## config.mk

```make
export PLATFORM = sky130hd
export DESIGN_NAME = rv_prefetch_buf
export DESIGN_NICKNAME = d
export VERILOG_FILES = /design/src/rtl/rv_prefetch_buf.sv
export SDC_FILE = /design/constraint.sdc
export NUM_CORES = 1
export LEC_CHECK = 0
export CAP_MARGIN = 40
export CORE_MARGIN = 1.5
export CORE_UTILIZATION = 55
export CTS_CLUSTER_SIZE = 10
export DETAILED_ROUTE_END_ITERATION = 16
export DONT_BUFFER_PORTS = 1
export PLACE_DENSITY = 0.69
export SETUP_SLACK_MARGIN = 0.15
export SLEW_MARGIN = 40
export SYNTH_ARGS = -nofsm -noshare
export SYNTH_HDL_FRONTEND = slang
export SYNTH_SLANG_ARGS = --single-unit
export TNS_END_PERCENT = 5
```

## constraint.sdc

```tcl
create_clock -name clk -period 7.2 [get_ports clk]
set_clock_uncertainty 0.1 [all_clocks]
set_input_delay 1.08 -clock clk [delete_from_list [all_inputs] [get_ports clk]]
set_output_delay 1.08 -clock clk [all_outputs]
set_load 0.01 [all_outputs]
```

## src/rtl/rv_prefetch_buf.sv

```systemverilog
// Instruction prefetch buffer: issues in-order req/gnt/rvalid fetches into a DEPTH-entry FIFO
// that the core drains with valid/ready; a redirect flushes the FIFO and discards in-flight data.
module rv_prefetch_buf #(
    parameter int unsigned           DATA_WIDTH = 32,
    parameter int unsigned           ADDR_WIDTH = 10,
    parameter int unsigned           DEPTH      = 4,
    parameter logic [ADDR_WIDTH-1:0] RESET_ADDR = '0
) (
    input  logic                  clk,
    input  logic                  rstn,
    input  logic                  flush_i,
    input  logic [ADDR_WIDTH-1:0] flush_addr_i,
    output logic                  instr_valid_o,
    output logic [DATA_WIDTH-1:0] instr_o,
    output logic [ADDR_WIDTH-1:0] instr_addr_o,
    input  logic                  instr_ready_i,
    output logic                  mem_req_o,
    output logic [ADDR_WIDTH-1:0] mem_addr_o,
    input  logic                  mem_gnt_i,
    input  logic                  mem_rvalid_i,
    input  logic [DATA_WIDTH-1:0] mem_rdata_i
);

    localparam int unsigned PtrW = $clog2(DEPTH);
    localparam int unsigned CntW = $clog2(DEPTH) + 1;
    localparam logic [CntW:0] CreditMax = (CntW + 1)'(DEPTH);

    typedef logic [CntW-1:0] cnt_t;
    typedef logic [PtrW-1:0] ptr_t;

    cnt_t                  count_q, count_d;
    cnt_t                  outst_q, outst_d;
    cnt_t                  drop_q, drop_d;
    ptr_t                  wptr_q, wptr_d;
    ptr_t                  rptr_q, rptr_d;
    logic [ADDR_WIDTH-1:0] fetch_pc_q, fetch_pc_d;
    logic [ADDR_WIDTH-1:0] resp_pc_q, resp_pc_d;
    logic                  req_en_q;

    logic [DATA_WIDTH-1:0] data_q [DEPTH];
    logic [ADDR_WIDTH-1:0] tag_q  [DEPTH];

    logic        grant;
    logic        rsp;
    logic        drop;
    logic        push;
    logic        pop;
    logic [CntW:0] credits_used;

    // Every granted request reserves a FIFO slot, so pushes can never overflow.
    always_comb begin
        credits_used = {1'b0, count_q} + {1'b0, outst_q};
        mem_req_o    = req_en_q && !flush_i && (credits_used < CreditMax);
        mem_addr_o   = fetch_pc_q;

        instr_valid_o = (count_q != '0) && !flush_i;
        instr_o       = data_q[rptr_q];
        instr_addr_o  = tag_q[rptr_q];

        grant = mem_req_o && mem_gnt_i;
        // Responses with nothing outstanding are stray (e.g. across a reset) and are ignored.
        rsp   = mem_rvalid_i && (outst_q != '0);
        drop  = rsp && (flush_i || (drop_q != '0));
        push  = rsp && !drop;
        pop   = instr_valid_o && instr_ready_i;
    end

    always_comb begin
        count_d    = count_q;
        outst_d    = outst_q + cnt_t'(grant) - cnt_t'(rsp);
        drop_d     = drop_q;
        wptr_d     = wptr_q;
        rptr_d     = rptr_q;
        fetch_pc_d = fetch_pc_q;
        resp_pc_d  = resp_pc_q;

        if (flush_i) begin
            count_d    = '0;
            wptr_d     = rptr_q;
            // Whatever is still in flight after this cycle predates the redirect.
            drop_d     = outst_q - cnt_t'(rsp);
            fetch_pc_d = flush_addr_i;
            resp_pc_d  = flush_addr_i;
        end else begin
            count_d    = count_q + cnt_t'(push) - cnt_t'(pop);
            wptr_d     = wptr_q + ptr_t'(push);
            rptr_d     = rptr_q + ptr_t'(pop);
            drop_d     = drop_q - cnt_t'(drop);
            fetch_pc_d = fetch_pc_q + ADDR_WIDTH'(grant);
            resp_pc_d  = resp_pc_q + ADDR_WIDTH'(push);
        end
    end

    always_ff @(posedge clk or negedge rstn) begin
        if (!rstn) begin
            count_q    <= '0;
            outst_q    <= '0;
            drop_q     <= '0;
            wptr_q     <= '0;
            rptr_q     <= '0;
            fetch_pc_q <= RESET_ADDR;
            resp_pc_q  <= RESET_ADDR;
            req_en_q   <= 1'b0;
        end else begin
            count_q    <= count_d;
            outst_q    <= outst_d;
            drop_q     <= drop_d;
            wptr_q     <= wptr_d;
            rptr_q     <= rptr_d;
            fetch_pc_q <= fetch_pc_d;
            resp_pc_q  <= resp_pc_d;
            req_en_q   <= 1'b1;
        end
    end

    always_ff @(posedge clk or negedge rstn) begin
        if (!rstn) begin
            for (int i = 0; i < int'(DEPTH); i++) begin
                data_q[i] <= '0;
                tag_q[i]  <= RESET_ADDR;
            end
        end else if (push) begin
            data_q[wptr_q] <= mem_rdata_i;
            tag_q[wptr_q]  <= resp_pc_q;
        end
    end

`ifndef SYNTHESIS
    logic seen_gnt_q;

    always_ff @(posedge clk or negedge rstn) begin
        if (!rstn) begin
            seen_gnt_q <= 1'b0;
        end else if (grant) begin
            seen_gnt_q <= 1'b1;
        end
    end

    always @(posedge clk) begin
        if (rstn) begin
            assert (!(mem_rvalid_i && (outst_q == '0) && seen_gnt_q));
            assert (credits_used <= CreditMax);
        end
    end
`endif

endmodule

```

## After elaboration in Yosys (flattened, before gate mapping)

Cells that the tools add are included.

- Flip-flop bits (word level): 202
- Bits of input ports: 48
- Logic and storage cells: 65

- Add/sub/neg operators: 11
- $lt $le $gt $ge: 4
- Multiplexer cells: 17
- Bitwise gates (word level): 2
- Reductions and logical operators: 15

Operator list:

| kind | number |
|---|---|
| $bwmux W128 | 1 |
| $mux W32 | 3 |
| $bmux W32 S2 | 1 |
| $demux W32 S2 | 1 |
| $mux W10 | 5 |
| $bwmux W40 | 1 |
| $add A10 B1 Y10 | 2 |
| $bmux W10 S2 | 1 |
| $demux W10 S2 | 1 |
| $sub A3 B1 Y3 | 4 |
| $logic_and A1 B1 Y1 | 9 |
| $reduce_bool A3 Y1 | 3 |
| $add A3 B1 Y3 | 2 |
| $ge A3 B3 Y1 const B | 2 |
| $mux W3 | 2 |
| $not A2 Y3 | 2 |
| $add A2 B1 Y2 | 2 |
| $add A3 B3 Y4 | 1 |
| $lt A4 B3 Y1 const B | 1 |
| $lt A3 B1 Y1 const B | 1 |
| $logic_not A1 Y1 | 2 |
| $mux W2 | 1 |
| $logic_or A1 B1 Y1 | 1 |

## Logic depth before layout (Yosys ltp)

Gate-level depths: netlist (run 1).

- Depth after elaboration: 8
- Gate-level depth with buffers: 11
- Mapped depth without buffers: 11

## Worst setup path after synthesis (run 1)

No wires, ideal clock.

- Path type: input to register
- Start point: input flush_i
- End point: register count_q[2]
- Setup time: 0.131 ns
- Arrival time: 3.094 ns
- Path slack: 3.875 ns
- Stages: 10
- Path buffers: 1
- Cells stage by stage: or4_1 buf_2 or2_2 ha_1 inv_1 ha_1 inv_1 fa_1 xnor2_1 nor2_1

- Longest elaborated chain between the ends: 7

Ends and longest elaborated chain:

| item | RTL line | text |
|---|---|---|
| from (decl) | 11 | `input logic flush_i,` |
| $logic_or A1 B1 Y1 | 63 | `drop = rsp && (flush_i \|\| (drop_q != '0));` |
| $logic_and A1 B1 Y1 | 63 |  |
| $logic_not A1 Y1 | 64 | `push = rsp && !drop;` |
| $logic_and A1 B1 Y1 | 64 |  |
| $add A3 B1 Y3 | 85 | `count_d = count_q + cnt_t'(push) - cnt_t'(pop);` |
| $sub A3 B1 Y3 | 85 |  |
| $mux W3 (*) | 77 | `if (flush_i) begin` |
| via count_d[2] | 31 | `cnt_t count_q, count_d;` |
| to (signal assigned) | 105 | `count_q <= count_d;` |
| to (decl) | 31 |  |

The timed path passes the listed nets; every way through them passes the cells marked *.
A chain may end at the register's enable or synchronous reset.

## Worst setup path in the final report (run 1)

- Start point: register outst_q[2]
- End point: output mem_req_o

- Longest elaborated chain between the ends: 3

Ends and longest elaborated chain:

| item | RTL line | text |
|---|---|---|
| from (decl) | 32 | `cnt_t outst_q, outst_d;` |
| from (signal assigned) | 106 | `outst_q <= outst_d;` |
| $add A3 B3 Y4 | 52 | `credits_used = {1'b0, count_q} + {1'b0, outst_q};` |
| $lt A4 B3 Y1 | 53 | `mem_req_o = req_en_q && !flush_i && (credits_used < CreditMax);` |
| $logic_and A1 B1 Y1 | 53 |  |
| to (decl) | 17 | `output logic mem_req_o,` |

No other way between the ends.

==> impl_metrics.json, run 1 <==
{
  "layout-drive-gt1-share_pct": 40.9,
  "syn_nets": 661,
  "seqCellArea_sq_um": 5060,
  "cts_max_path_buffers": 3,
  "powerDensity_nw_per_um2": 396,
  "syn_to_final_growth_pct": 9.45,
  "coreArea_sq_um": 16500,
  "cts_tree": "built",
  "finalHoldViolCount": 0,
  "max_freq_mhz": 283,
  "pin_count": 102,
  "cts_resized": 0,
  "hpwl_mm": 10.9,
  "multi_input_area_sq_um": 3930,
  "fill_cells": 1246,
  "setup_violations": 0,
  "required_ps": 6020,
  "worstSetupEndpointType": "output pin",
  "grt_max_degree": 203,
  "yosys_warnings": 0,
  "synth_seq_area_share_pct": 54.9,
  "cts_made_buffers": 24,
  "p_leak_nw": 4.75,
  "avgViaCountPerCell": 5.98,
  "vias": 4912,
  "setup_tns_ps": 0,
  "tightest_slew_ps": 704,
  "dieArea_sq_um": 17500,
  "synth-seq-cells": 202,
  "rows": 47,
  "synth_ff_type": "dfrtp_1",
  "die_h_um": 132,
  "grt.total_usage_pct": 21.0,
  "crit_path_start_kind": "register",
  "r2r_slack_ps": 3710,
  "drt_wl_total_mm": 17.6,
  "syn_area_sq_um": 9210,
  "synth-edff-count": 0,
  "fin_crit_sh_pct": 49.1,
  "drv_slew": 0,
  "h-tree-depth": 1,
  "hold_buffers": 0,
  "syn-instance-count": 595,
  "clk_latency_ps": 490,
  "drv_cap": 0,
  "fin_nets": 660,
  "fp.dieW_um": 132,
  "cts_setup_buffers": 0,
  "path_clk_slew_ps": 50,
  "synth.distinct_cells": 37,
  "root_buffer": "clkbuf_16",
  "place.gp.congestion": 0.729,
  "postRouteAntennaNets": 0,
  "drtIter0Drc": 256,
  "crit_fanout": 4,
  "cp.arrival_ps": 2350,
  "synthArstFlopShare_pct": 100,
  "r2r-start": "outst_q[2]$_DFF_PN0_",
  "grt_pass1_wl_mm": 29.3,
  "irDropWorstVdd_mv": 0.194,
  "synth.avg_cell_area_sq_um": 15.5,
  "n_antenna_cell": 0,
  "utilization_pct": 61.2,
  "rsz0062_at_grt": "false",
  "wl_per_cell_um": 21.4,
  "route.detailed.drc": 0,
  "path_class": "reg -> out",
  "whs_ps": 187,
  "io_buffers": 0,
  "grt-ovfl-total": 0,
  "status": "completed",
  "r2r_end": "mem_addr_o[8]$_DFF_PN0_",
  "start_util_pct": 55.9,
  "fin_ws_ps": 3670,
  "preCtsSetupSlack_ps": 3460,
  "hold_class": "in -> async",
  "grt_pass1_vias": 5531,
  "antenna_found_initial": 0,
  "fin_crit_ps": 3530,
  "drt_first_pass_iters": 4,
  "worst_slew_margin_rel_pct": 53.0,
  "reg2reg_depth": 9,
  "clock-sinks": 202
}
sequential cells by signal, summed over array words and instances, names as in the netlist:
register	cells
data_q	128
count_q	3
rptr_q	2
wptr_q	2
mem_addr_o	10
resp_pc_q	10
drop_q	3
req_en_q	1
tag_q	40
outst_q	3
cells in the final DEF (no fill, tap or decap), types with 3 or more instances in the layout:
cell       synthesis  routed
or4_1              5       4
clkbuf_16          0      25
or3_1              7       7
mux4_2            42      42
mux2_4            40      40
a31oi_1           10      10
nand2_1           11      11
nand4_1            3       3
mux2_1             7       7
buf_4              0       6
inv_1             22      22
dfrtp_1          202     200
nand3_1            8       8
mux2_2           121     121
o31ai_1            4       4
o21ai_0           15      15
mux2i_1            3       3
xnor2_1            9       9
nor2_1            10      10
clkbuf_1          12       6
a21oi_1            6       6
ha_1              16      16
xor2_1             4       4
cell usage after synthesis, types with 5 or more instances:
cell type | n | area, sq um
dfrtp_1 | 202 | 5050
mux2_2 | 121 | 1360
mux4_2 | 42 | 946
mux2_4 | 40 | 601
inv_1 | 22 | 82.6
ha_1 | 16 | 200
o21ai_0 | 15 | 75.1
buf_2 | 14 | 70.1
clkbuf_1 | 12 | 45.0
nand2_1 | 11 | 41.3
a31oi_1 | 10 | 62.6
nor2_1 | 10 | 37.5
xnor2_1 | 9 | 78.8
nand3_1 | 8 | 40.0
mux2_1 | 7 | 78.8
or3_1 | 7 | 43.8
a21oi_1 | 6 | 30.0
or4_1 | 5 | 37.5
per-stage QoR:
stage / cell area (sq um) / std cells / total power [mW]
2_1_floorplan: 9210 / 595 / 2.70
3_5_place_dp: 9410 / 788 / 2.98
6_report: 10100 / 821 / 3.99
5_1_grt: 10100 / 821 / 4.22
4_1_cts: 10100 / 821 / 4.05
3_3_place_gp: 9390 / 787 / 2.89
area by class of cell:
class,count,area share [%]
inverter,22,0.819
timing repair buffer,7,0.645
tap,220,2.73
multi-input combinational,337,38.9
sequential,202,50.2
clock buffer,33,6.70
power breakdown:
part           switching, mW  leakage (nW)  total [mW]  internal [mW]
registers              0.274          2.64        1.80           1.53
clock network          0.417         0.330        1.06          0.639
logic                  0.450          1.77        1.13          0.683
total                   1.14          4.75        3.99           2.85
routing by layer:
metal	track usage [%]	routed length (um)	vias to the layer above
met5	0	0	-
met4	5.92	356	0
met3	3.91	858	33
met2	34.6	8730	123
met1	29.0	7650	2584
li1	-	-	2172
cell families after synthesis:
group	Yosys count	synth area share, %
xor gates and xnor gates	13	1.24
buffers and inverters	56	2.80
and+or+nand+nor	55	3.35
DFF	202	54.9
AOI/OAI and AO/OA	37	2.34
adders and majority gates	18	2.61
muxes	213	32.8
other	1	0.0407
worst max path at each step:
stage / slack, ps / endpoint / cells after the start / startpoint
5_1_grt: 3400 / mem_addr_o[8]$_DFF_PN0_ / 9 / outst_q[2]$_DFF_PN0_
6_report: 3670 / mem_req_o / 3 / outst_q[2]$_DFF_PN0_
4_1_cts: 3640 / mem_req_o / 3 / outst_q[2]$_DFF_PN0_
3_3_place_gp: 3500 / data_q[98]$_DFFE_PN0P_ / 4 / flush_i
3_5_place_dp: 3460 / data_q[103]$_DFFE_PN0P_ / 4 / flush_i
2_1_floorplan: 3880 / count_q[2]$_DFF_PN0_ / 10 / flush_i
worst max-delay path, stage by stage, from the launching register on:
cell      delay [ps]
dfrtp_1          430
ha_1             280
or4b_2           600
a311oi_1         550
(Power assumes the default switching activity.)
==> inputs of run 2 (changes only) <==
==> constraint.sdc (replaced) <==
create_clock -name clk -period 3.4 [get_ports clk]
set_clock_uncertainty 0.1 [all_clocks]
set_input_delay 0.51 -clock clk [delete_from_list [all_inputs] [get_ports clk]]
set_output_delay 0.51 -clock clk [all_outputs]
set_load 0.01 [all_outputs]
==> impl_metrics.json, run 2 (same netlist as run 1, synthesis figures left out) <==
{
  "tightest_slew_ps": 692,
  "clock-sinks": 202,
  "path_class": "reg -> reg",
  "p_leak_nw": 4.79,
  "drt_wl_total_mm": 17.6,
  "dp.cells": 789,
  "seqCellArea_sq_um": 5060,
  "r2r-start": "outst_q[2]$_DFF_PN0_",
  "crit_fanout": 4,
  "grt_max_degree": 203,
  "dieArea_sq_um": 17500,
  "worstSetupEndpointType": "register",
  "coreArea_sq_um": 16500,
  "failed_checks": "hold timing",
  "hold_class": "in -> async",
  "hold_buffers": 1,
  "n_antenna_cell": 0,
  "drv_cap": 0,
  "whs_ps": -388,
  "fp.dieW_um": 132,
  "place.gp.congestion": 0.764,
  "largest_reg_flops": 128,
  "cts_max_path_buffers": 3,
  "vias": 4943,
  "h-tree-depth": 1,
  "preCtsSetupSlack_ps": 72.1,
  "grt-ovfl-total": 0,
  "postRouteAntennaNets": 0,
  "worst_path_max_delay_cell": "or4b_2",
  "top_register": "data_q",
  "critPathCapture": "mem_addr_o[8]$_DFF_PN0_",
  "reg.largest.list": "data_q: 128 flops, tag_q: 40 flops",
  "antenna_found_initial": 0,
  "finalPower_mw": 8.52,
  "layout_common_cells": "dfrtp_1, mux2_2, mux4_2, mux2_4, clkbuf_16",
  "max_freq_mhz": 322,
  "hpwl_mm": 10.6,
  "r2r_end": "mem_addr_o[8]$_DFF_PN0_",
  "grt_pass1_vias": 5537,
  "cp-startpoint": "outst_q[2]$_DFF_PN0_",
  "clk_latency_ps": 490,
  "final_common_cell": "dfrtp_1",
  "rsz0062_at_grt": "true",
  "rows": 47,
  "powerDensity_nw_per_um2": 834,
  "io_buffers": 0,
  "status": "finished with violations",
  "cts_tree": "built",
  "syn_to_final_growth_pct": 11.0,
  "fin_crit_ps": 3110,
  "fill_cells": 1231,
  "setup_tns_ps": 0,
  "drv_slew": 0,
  "multi_input_area_sq_um": 3960,
  "path_cells": "ha_1 > or4b_2 > a311oi_4 > and2_1 > ha_2 > ha_2 > nand4_1 > or3_1 > a31oi_1",
  "finalHoldViolCount": 202,
  "grt.total_usage_pct": 21.0,
  "fin_crit_sh_pct": 91.4,
  "crit_path_start_kind": "register",
  "route.detailed.drc": 0,
  "required_ps": 3710,
  "r2r_slack_ps": 290,
  "root_buffer": "clkbuf_16",
  "die_h_um": 132,
  "grt_pass1_wl_mm": 29.3,
  "setup_violations": 0,
  "cp_common_cell": "ha_2",
  "fin_nets": 665,
  "drtIter0Drc": 287,
  "cp.arrival_ps": 3420,
  "fin_ws_ps": 293,
  "pin_count": 102,
  "critical_path.max_stage_delay_ps": 660,
  "layout-drive-gt1-share_pct": 42.5,
  "reg2reg_depth": 9,
  "worst_slew_margin_rel_pct": 53.8,
  "wl_per_cell_um": 21.4,
  "irDropWorstVdd_mv": 0.398,
  "cts_made_buffers": 24,
  "avgViaCountPerCell": 6.00,
  "start_util_pct": 55.9,
  "path_clk_slew_ps": 50,
  "drt_first_pass_iters": 4,
  "instances_no_fill": 824
}
run 2: through the flow:
step | hold WS, ps | area (sq um) | util (%)
after floorplan | 114 | 9210 | -
after global placement | 119 | 9480 | 57.6
after detailed placement | 119 | 9480 | 57.6
after CTS | -403 | 10200 | 61.8
after global routing | -413 | 10200 | 62.1
final | -388 | 10200 | 62.1
run 2: power by group:
part	leakage [nW]	switching (mW)	internal, mW	total [mW]
Sequential	2.64	0.592	3.24	3.83
Clock	0.333	0.885	1.37	2.25
Combinational	1.82	0.949	1.50	2.45
Total	4.79	2.43	6.10	8.52
run 2: how the worst min path moves through the flow:
stage	slack (ps)	to
floorplan	110	count_q[0]$_DFF_PN0_
global route	-410	data_q[105]$_DFFE_PN0P_
global placement	120	data_q[100]$_DFFE_PN0P_
finish	-390	data_q[68]$_DFFE_PN0P_
detailed placement	120	data_q[68]$_DFFE_PN0P_
CTS	-400	data_q[68]$_DFFE_PN0P_
run 2: area by class of cell:
| class | instances | area share, % |
|---|---|---|
| multi-input cells | 337 | 38.7 |
| clock buffers | 31 | 6.63 |
| inverters | 22 | 0.808 |
| repair buffers | 12 | 1.64 |
| well taps | 220 | 2.69 |
| flip-flops and latches | 202 | 49.5 |
run 2: critical path, delay by kind of cell (launching register included):
family,cells,cell delay [ps]
AND/OR/NAND/NOR,4,1400
flip-flops,1,410
AO/OA/AOI/OAI,2,420
adder cells (fa/ha/maj),3,690
run 2: what timing repair did:
item,4_1_cts,5_1_grt
pin swaps,0,1
endpoints found under the setup margin,3,4
endpoints found under the hold margin,207,202
setup buffers,1,2
gates resized for setup,1,6
run 2: metal layers:
metal / global-route usage [%] / share of wire [%] / up-vias
met3: 4.37 / 5.5 / 25
li1: - / - / 2173
met2: 35.0 / 50 / 116
met4: 5.49 / 1.5 / 0
met1: 28.6 / 43 / 2629
met5: 0 / 0 / -
==> inputs of run 3 (changes only) <==
--- a/config.mk
+++ b/config.mk
@@ -6,6 +6,7 @@
 export NUM_CORES = 1
 export LEC_CHECK = 0
 export CAP_MARGIN = 40
+export CORE_ASPECT_RATIO = 2
 export CORE_MARGIN = 1.5
 export CORE_UTILIZATION = 55
 export CTS_CLUSTER_SIZE = 10
==> impl_metrics.json, run 3 (same netlist as run 1, synthesis figures left out) <==
{
  "antenna_found_initial": 0,
  "start_util_pct": 56.3,
  "worst_path_max_delay_cell": "or4b_2",
  "coreArea_sq_um": 16400,
  "place_area_sq_um": 9470,
  "hold_buffers": 1,
  "p_sw_share_pct": 28.9,
  "finalHoldViolCount": 202,
  "avgViaCountPerCell": 6.11,
  "dieArea_sq_um": 17600,
  "syn_to_final_growth_pct": 10.2,
  "largest_reg_flops": 128,
  "reg2reg_depth": 9,
  "drt_wl_total_mm": 18.7,
  "worstSetupEndpointType": "register",
  "setup_tns_ps": 0,
  "io_buffers": 0,
  "failed_checks": "hold timing",
  "p_leak_nw": 4.78,
  "powerDensity_nw_per_um2": 834,
  "final_common_cell": "dfrtp_1",
  "worst_slew_margin_rel_pct": 54.9,
  "p_seq_share_pct": 45.3,
  "wl_per_cell_um": 23.1,
  "place.gp.congestion": 0.831,
  "cp_common_cell": "ha_1",
  "rows": 66,
  "clk_latency_ps": 490,
  "pin_count": 102,
  "vias": 4928,
  "crit_family": "simple AND/OR/NAND/NOR gates",
  "cts_made_buffers": 24,
  "r2r_end": "mem_addr_o[8]$_DFF_PN0_",
  "critPathCapture": "mem_addr_o[8]$_DFF_PN0_",
  "path_depth": 9,
  "fin_crit_sh_pct": 92.1,
  "cp-startpoint": "outst_q[2]$_DFF_PN0_",
  "die_h_um": 186,
  "path_clk_slew_ps": 60,
  "clock-sinks": 202,
  "drt_first_pass_iters": 4,
  "status": "finished with violations",
  "irDropWorstVdd_mv": 0.553,
  "layout-drive-gt1-share_pct": 41.8,
  "grt.total_usage_pct": 22.6,
  "r2r_slack_ps": 270,
  "fp.dieW_um": 94.5,
  "fin_nets": 666,
  "cp.arrival_ps": 3440,
  "postRouteAntennaNets": 0,
  "top_register": "data_q",
  "drv_cap": 0,
  "p_switching_mw": 2.45,
  "route.detailed.drc": 0,
  "setup_violations": 0,
  "layout_common_cells": "dfrtp_1, mux2_2, mux4_2, mux2_4, clkbuf_16",
  "grt_pass1_wl_mm": 30.4,
  "grt_pass1_vias": 5772,
  "internal-power_mw": 6.02,
  "clock_power_share_pct": 25.8,
  "max_freq_mhz": 319,
  "reg.largest.list": "data_q: 128 flops, tag_q: 40 flops",
  "grt-ovfl-total": 0,
  "grt_max_degree": 203,
  "root_buffer": "clkbuf_16",
  "whs_ps": -387,
  "h-tree-depth": 1,
  "crit_path_start_kind": "register",
  "power_frac_comb_pct": 28.9,
  "drv_slew": 0,
  "hold_class": "in -> async",
  "fin_crit_ps": 3130,
  "critPathBufInv": 0,
  "cts_max_path_buffers": 3,
  "path_cells": "ha_1 > or4b_2 > a311oi_2 > and2_1 > ha_1 > ha_2 > nand4_1 > or3_1 > a31oi_1",
  "cts_tree": "built",
  "tightest_slew_ps": 675,
  "rsz0062_at_grt": "true",
  "critical_path.max_stage_delay_ps": 620,
  "drtIter0Drc": 184,
  "crit_fanout": 5,
  "r2r-start": "outst_q[2]$_DFF_PN0_",
  "n_antenna_cell": 0,
  "fin_area_sq_um": 10200,
  "path_class": "reg -> reg",
  "required_ps": 3710,
  "hpwl_mm": 11.8
}
==> run 3: changes by cell type in the layout (fill, tap and decap cells not counted), sizes merged <==
cell / change
buf: +1
clkbuf: -3
inv: +1
==> run 3: routing by layer <==
layer	track usage [%]	routed length, um	vias to the layer above
met3	3.64	817	36
met4	7.94	453	0
met1	24.8	6720	2590
li1	-	-	2181
met2	42.8	10700	121
met5	0	0	-
==> run 3: worst min-delay path by stage <==
stage,from,end,slack (ps)
after floorplan,rstn,count_q[0]$_DFF_PN0_,110
after global placement,rstn,data_q[103]$_DFFE_PN0P_,120
after detailed placement,rstn,data_q[77]$_DFFE_PN0P_,120
after CTS,rstn,data_q[77]$_DFFE_PN0P_,-400
after global routing,rstn,data_q[77]$_DFFE_PN0P_,-400
final,rstn,data_q[71]$_DFFE_PN0P_,-390
==> run 3: cell type report <==
class,instances,area [sq um]
well taps,204,255
flip-flops and latches,202,5060
repair buffers,13,175
clock inverters,1,8.76
clock buffers,28,637
multi-input cells,337,3930
fillers,1196,6200
inverters,22,82.6
==> run 3: stage by stage <==
step	util [%]	power, mW	setup WS (ps)	hold slack, ps	instances
floorplan	-	5.71	195	114	595
global placement	57.9	6.20	238	118	775
detailed placement	57.9	6.37	140	119	775
CTS	62.0	8.60	206	-401	805
global route	62.1	8.97	148	-402	807
finish	62.1	8.47	267	-387	807
==> run 3: timing repair <==
item | CTS | global route
setup buffers | 0 | 2
setup endpoints to repair | 1 | 3
hold endpoints to repair | 207 | 202
pin swaps | 0 | 1
resized for setup | 1 | 1
==> run 3: power groups by stage <==
stage / Clock, mW / Sequential [mW] / Combinational, mW
floorplan: 0 / 3.58 / 2.14
global placement: 0 / 3.79 / 2.41
detailed placement: 0 / 3.88 / 2.49
CTS: 2.25 / 3.85 / 2.50
global route: 2.35 / 3.96 / 2.66
finish: 2.19 / 3.84 / 2.45
